$ cat config.mk
export PLATFORM = sky130hd
export DESIGN_NAME = z80_mem_mapper
export DESIGN_NICKNAME = d
export VERILOG_FILES = /design/src/rtl/z80_mem_mapper.sv
export SDC_FILE = /design/constraint.sdc
export NUM_CORES = 1
export LEC_CHECK = 0
export BUFFER_PORTS_ARGS = -buffer_cell sky130_fd_sc_hd__buf_4
export CAP_MARGIN = 20
export CORE_ASPECT_RATIO = 0.7
export CORE_MARGIN = 10
export CORE_UTILIZATION = 37
export CTS_BUF_LIST = sky130_fd_sc_hd__clkbuf_8
export DETAILED_ROUTE_END_ITERATION = 10
export GPL_TIMING_DRIVEN = 0
export PLACE_DENSITY = 0.66
export SETUP_SLACK_MARGIN = 0.02
export SYNTH_ARGS = -nofsm -noshare
export SYNTH_HDL_FRONTEND = slang
export SYNTH_SLANG_ARGS = --single-unit
export TNS_END_PERCENT = 5
$ cat constraint.sdc
create_clock -name clk_i -period 1.8 [get_ports clk_i]
set_input_delay 0.36 -clock clk_i [delete_from_list [all_inputs] [get_ports clk_i]]
set_output_delay 0.36 -clock clk_i [all_outputs]
set_load 0.02 [all_outputs]
$ cat src/rtl/z80_mem_mapper.sv
// z80_mem_mapper
//   Memory/IO mapper for the nano-z80 core. The 64 KB CPU space is split into
//   four 16 KB windows, each mapped onto a programmable physical RAM page, with
//   a boot-ROM overlay on window 0 (reads only). IO ports are decoded into
//   one-hot peripheral selects plus an internal register window (0xF0-0xFF).
//   A small FSM stretches each access with a class-dependent number of wait
//   clocks on wait_n.
//
// Ports
//   clk_i, rst_i         clock, synchronous active-high reset
//   addr_i, data_i       CPU address and write data
//   mreq_n .. m1_n       Z80 bus strobes (active-low)
//   data_o               mapper register readback (0 unless reading the mapper)
//   phys_addr            {page[window], addr_i[13:0]}
//   ram_cs, rom_cs       memory selects
//   io_cs                one-hot peripheral selects (port range n*16 .. n*16+15)
//   mapper_cs            internal register window selected
//   wait_n               Z80 WAIT, active-low
//   dbg_state_o          wait FSM state (0 IDLE, 1 WAIT, 2 HOLD)
//
// Bus handshake: an access is requested while mreq_n=0 or a valid IO cycle
// (ioreq_n=0, m1_n=1) is on the bus. The first clock edge that sees a request
// after an edge that saw none starts the access; wait_n then stays low for
// exactly the class wait count, and the mapper is re-armed only after the
// request has been observed low at a clock edge.
module z80_mem_mapper #(
  parameter int PAGE_BITS = 4,
  parameter int NUM_IO_CS = 4,
  parameter int ROM_WAIT  = 1,
  parameter int RAM_WAIT  = 0,
  parameter int IO_WAIT   = 2
) (
  input  logic                   clk_i,
  input  logic                   rst_i,
  input  logic [15:0]            addr_i,
  input  logic [7:0]             data_i,
  input  logic                   mreq_n,
  input  logic                   ioreq_n,
  input  logic                   rd_n,
  input  logic                   wr_n,
  input  logic                   m1_n,
  output logic [7:0]             data_o,
  output logic [PAGE_BITS+13:0]  phys_addr,
  output logic                   ram_cs,
  output logic                   rom_cs,
  output logic [NUM_IO_CS-1:0]   io_cs,
  output logic                   mapper_cs,
  output logic                   wait_n,
  output logic [1:0]             dbg_state_o
);

  typedef enum logic [1:0] {
    ST_IDLE = 2'd0,
    ST_WAIT = 2'd1,
    ST_HOLD = 2'd2
  } state_t;

  localparam logic [3:0] ROM_W = 4'(ROM_WAIT);
  localparam logic [3:0] RAM_W = 4'(RAM_WAIT);
  localparam logic [3:0] IO_W  = 4'(IO_WAIT);

  // Mapper registers
  logic [PAGE_BITS-1:0] page_q [4];
  logic [3:0]           wp_q;
  logic                 overlay_q;
  logic                 wr_seen_q;

  // Wait FSM
  state_t     state_q, state_d;
  logic [3:0] cnt_q, cnt_d;
  logic       req_q;

  // Bus decode
  logic       io_valid;
  logic       mem_req;
  logic       req;
  logic       start;
  logic [1:0] win;
  logic       io_wr;
  logic       reg_wr;
  logic [3:0] class_wait;
  logic [7:0] page_rd;
  logic       unused_data;

  assign io_valid  = !ioreq_n && m1_n;
  assign mem_req   = !mreq_n;
  assign req       = mem_req || io_valid;
  assign start     = req && !req_q;
  assign win       = addr_i[15:14];
  assign mapper_cs = io_valid && (addr_i[7:4] == 4'hF);

  // Only part of the write data is stored, depending on PAGE_BITS.
  assign unused_data = ^data_i;

  always_comb begin
    io_cs = '0;
    for (int n = 0; n < NUM_IO_CS; n++) begin
      io_cs[n] = io_valid && (addr_i[7:4] == 4'(n));
    end
  end

  // ROM overlay only catches reads; writes fall through to the RAM page so the
  // boot code can build a shadow copy under the ROM.
  assign rom_cs    = mem_req && (win == 2'd0) && overlay_q && wr_n;
  assign ram_cs    = mem_req && !rom_cs && !(!wr_n && wp_q[win]);
  assign phys_addr = {page_q[win], addr_i[13:0]};

  always_comb begin
    page_rd                  = '0;
    page_rd[PAGE_BITS-1:0]   = page_q[addr_i[1:0]];
    page_rd[7]               = wp_q[addr_i[1:0]];
  end

  always_comb begin
    data_o = '0;
    if (mapper_cs && !rd_n) begin
      case (addr_i[3:0])
        4'h0, 4'h1, 4'h2, 4'h3: data_o = page_rd;
        4'hE:                   data_o = {7'b0, overlay_q};
        default:                data_o = '0;
      endcase
    end
  end

  // A write is committed on the first edge of an IO write cycle only; the
  // wr_seen flag blocks the remaining edges of a stretched cycle.
  assign io_wr  = io_valid && !wr_n;
  assign reg_wr = io_wr && !wr_seen_q && mapper_cs;

  always_ff @(posedge clk_i) begin
    if (rst_i) begin
      for (int w = 0; w < 4; w++) begin
        page_q[w] <= PAGE_BITS'(w);
      end
      wp_q      <= '0;
      overlay_q <= 1'b1;
      wr_seen_q <= 1'b0;
    end else begin
      wr_seen_q <= io_wr;
      if (reg_wr) begin
        if (addr_i[3:2] == 2'b00) begin
          page_q[addr_i[1:0]] <= data_i[PAGE_BITS-1:0];
          wp_q[addr_i[1:0]]   <= data_i[7];
        end else if (addr_i[3:0] == 4'hE) begin
          overlay_q <= data_i[0];
        end
      end
    end
  end

  // Write-protected RAM writes still count as RAM accesses for timing.
  always_comb begin
    class_wait = 4'd0;
    if (rom_cs)          class_wait = ROM_W;
    else if (mem_req)    class_wait = RAM_W;
    else if (|io_cs)     class_wait = IO_W;
  end

  always_comb begin
    state_d = state_q;
    cnt_d   = cnt_q;
    unique case (state_q)
      ST_IDLE: begin
        if (start) begin
          cnt_d   = class_wait;
          state_d = (class_wait == 4'd0) ? ST_HOLD : ST_WAIT;
        end
      end
      ST_WAIT: begin
        if (!req)               state_d = ST_IDLE;
        else if (cnt_q <= 4'd1) state_d = ST_HOLD;
        else                    cnt_d   = cnt_q - 4'd1;
      end
      ST_HOLD: begin
        if (!req) state_d = ST_IDLE;
      end
      default: state_d = ST_IDLE;
    endcase
  end

  always_ff @(posedge clk_i) begin
    if (rst_i) begin
      state_q <= ST_IDLE;
      cnt_q   <= 4'd0;
      req_q   <= 1'b0;
    end else begin
      state_q <= state_d;
      cnt_q   <= cnt_d;
      req_q   <= req;
    end
  end

  assign wait_n      = (state_q != ST_WAIT);
  assign dbg_state_o = state_q;

endmodule
==> flow_summary.yaml <==
final_layout:
  final_layout_size_suffix_gt1_frac: 0.4728
  area_delta_synth_final_pct: 36.56
  nNetsFinal: 271
  utilization: 0.5297
  n_antenna_cell: 0
placed_design:
  gp_congestion: 0.8305
  hpwl_um: 3879
  numPortBuffers: 50
critical_path:
  crit_path_max_incr_delay_ns: 0.48
  r2r-end: "page_q[2][1]$_SDFFCE_PN1P_"
  ff2ff_setup_slack_ns: 0.11
  critPathBufInv: 1
  worstRegToRegCells: 4
  crit_path_top_delay_cell: "mux4_2"
  crit_type: "register to output pin"
  cp_top_family: "multiplexers"
  cp_max_fo: 2
  cp.required_ns: 1.44
  cp_cell_sequence: "mux4_2, a22oi_2, nor2b_1, buf_4"
  timing.rr.start: "wr_seen_q$_SDFF_PP0_"
  crit_path_end_kind: "output pin"
  crit_arrival_ns: 1.54
  start_kind: "register"
floorplanning:
  die_w_um: 105.3
  dieArea_um2: 8397
  boundaryPins: 67
  num_rows: 21
  start_util: 0.3879
  core_um2: 4861
  die_h_um: 79.73
hold_path:
  hp-start: "wr_n"
  hold_depth: 2
  min_path_type: "primary input to register"
  hold_path_end: "wr_seen_q$_SDFF_PP0_"
synth:
  yosys.area.top_type: "edfxtp_1"
  syn_area_per_cell_um2: 10.53
  yosysWarningCount: 0
  synth_edf_count: 16
  async_reset_ff_frac: 0
  synth_most_common_cell: "buf_4"
  syn_inst: 179
  ys_ff_latch: 29
  ys.flop_type: "edfxtp_1"
  yosysSeqAreaShare: 0.3928
  synth_common_cells: "buf_4, edfxtp_1, nor2_1"
  netlist_area_um2: 1886
  ys_top_cells_by_area: "edfxtp_1, dfxtp_1, mux4_2, buf_4, nand2b_1"
  synth_top_cell_area_share: 0.2548
  ys_types: 46
timing:
  rsz0062_at_grt: "true"
  fin_skew_ns: 0.004513
  finalHoldViolCount: 0
  min_period_over_period: 1.056
  hold_ws_ns: 0.3260
  setup_ws_ns: -0.1015
  finalSetupViolations: 5
  clock.fmax_ghz: 0.5259
  period_minus_slack_ns: 1.902
  final_max_slew_viol_count: 0
global_route:
  antenna_found_initial: 0
  grt_pass1_wl_um: 8004
  grt_use_total: 0.1164
  grt_pass1_vias: 1554
  grt-ovfl-total: 0
  grt_max_degree: 11
clocking:
  cts.clk_slew.worst_paths_ns: 0.06
  cts_hold_buf: 0
  numCtsBuffers: 5
  cts_setup_buffers: 0
  cts_buffer_depth: 2
  cts_sinks: 29
  htree_num_levels: 2
  cts_tree: "yes"
  clkLatencyLatePin_ns: 0.28
  ctsRootBufferMaster: "clkbuf_8"
status:
  outcome: "finished with violations"
  violations: "negative setup slack"
route:
  firstDrtPassIters: 4
  vias_per_cell: 5.068
  vias: 1561
  ant_nets: 0
  wl_per_cell_um: 15.81
  drt_iter0_markers: 142
  drc_errors: 0
  routed_wl_um: 4871
power_and_ir_drop:
  switching_share: 0.2497
  p_leak_uw: 0.001060
  vdd_drop_max_uv: 378.6
  comb_power_share: 0.190
  pwr-share-clk: 0.381
  p_switching_uw: 422.3
  cellPowerDensity_nw_per_um2: 656.7
  seqPwrFrac: 0.429
  power.internal_uw: 1269
job:
  drv_cap: 0
## worst max-delay path by stage
stage | startpoint | end | slack, ns | depth (start not counted)
CTS | page_q[2][0]$_SDFFCE_PN0P_ | data_o[0] | -0.12 | 4
detailed placement | ioreq_n | page_q[3][0]$_DFFE_PP_ | -0.22 | 6
global route | page_q[3][0]$_DFFE_PP_ | data_o[0] | -0.16 | 4
finish | page_q[2][0]$_SDFFCE_PN0P_ | data_o[0] | -0.10 | 4
floorplan | addr_i[14] | ram_cs | -0.02 | 3
global placement | ioreq_n | page_q[3][0]$_DFFE_PP_ | -0.25 | 6
## sequential cells by signal, indices dropped and copies added (netlist names)
name         count
overlay_q        1
wp_q             4
page_q          16
wr_seen_q        1
cnt_q            4
req_q            1
dbg_state_o      2
## cell usage in the layout, fill, tap and decap left out, types with 3 or more instances in the layout
cell type  instances
nor2_1            16
dfxtp_1           11
conb_1             3
and3_1             3
nand4_1            3
nand2b_1          13
buf_4             64
a21oi_1            7
and3_4             4
clkbuf_1           4
mux4_2            10
mux2i_1            4
nor2b_1            5
nor3_2             3
edfxtp_1          16
inv_1              6
nand2_1            7
clkbuf_8           5
nor3_1             6
buf_6              4
## metrics by stage
step	worst slack (ns)	cell area [µm²]	power [µW]	std cells	TNS [ns]
floorplan	-0.01622	1903	923.3	181	-0.01622
global placement	-0.2451	2365	1045	300	-3.970
detailed placement	-0.2170	2365	1046	300	-3.896
CTS	-0.1181	2545	1702	308	-0.2525
global route	-0.1555	2575	1753	308	-0.9891
finish	-0.1015	2575	1691	308	-0.1865
## layout make-up
type | count | area, µm²
multi-input combinational | 121 | 1050
sequential | 29 | 743.2
clock buffer | 5 | 68.82
buffer | 26 | 180.2
tap | 69 | 86.33
fill | 448 | 2286
inverter | 5 | 18.77
clock inverter | 3 | 37.54
timing repair buffer | 50 | 390.4
## cells by family after synthesis
| group | Yosys count | synth area share |
|---|---|---|
| and+or+nand+nor | 80 | 0.2701 |
| AOI/OAI and AO/OA | 22 | 0.08030 |
| DFF | 29 | 0.3928 |
| muxes | 14 | 0.1407 |
| adders and majority gates | 2 | 0.01327 |
| other | 1 | 0.001989 |
| buffers and inverters | 31 | 0.1009 |
## timing repair
action                     4_1_cts  5_1_grt
resized for setup               17        8
pin swaps                        2        1
setup endpoints to repair       14       25
## metal layers
metal	global-route usage	routed length [µm]	up-vias
met5	0	0	-
met4	0.04508	46	0
met3	0.03871	478	5
met2	0.1648	2040	67
met1	0.1588	2305	722
li1	-	-	767
## power by group through the flow
stage	clock network (µW)	registers, µW	logic [µW]
after global placement	0	738	307
final	645	725	322
after detailed placement	0	738	308
after global routing	677	727	350
after floorplan	0	737	186
after CTS	660	724	317
No activity file was read; power rests on OpenSTA's default activity.
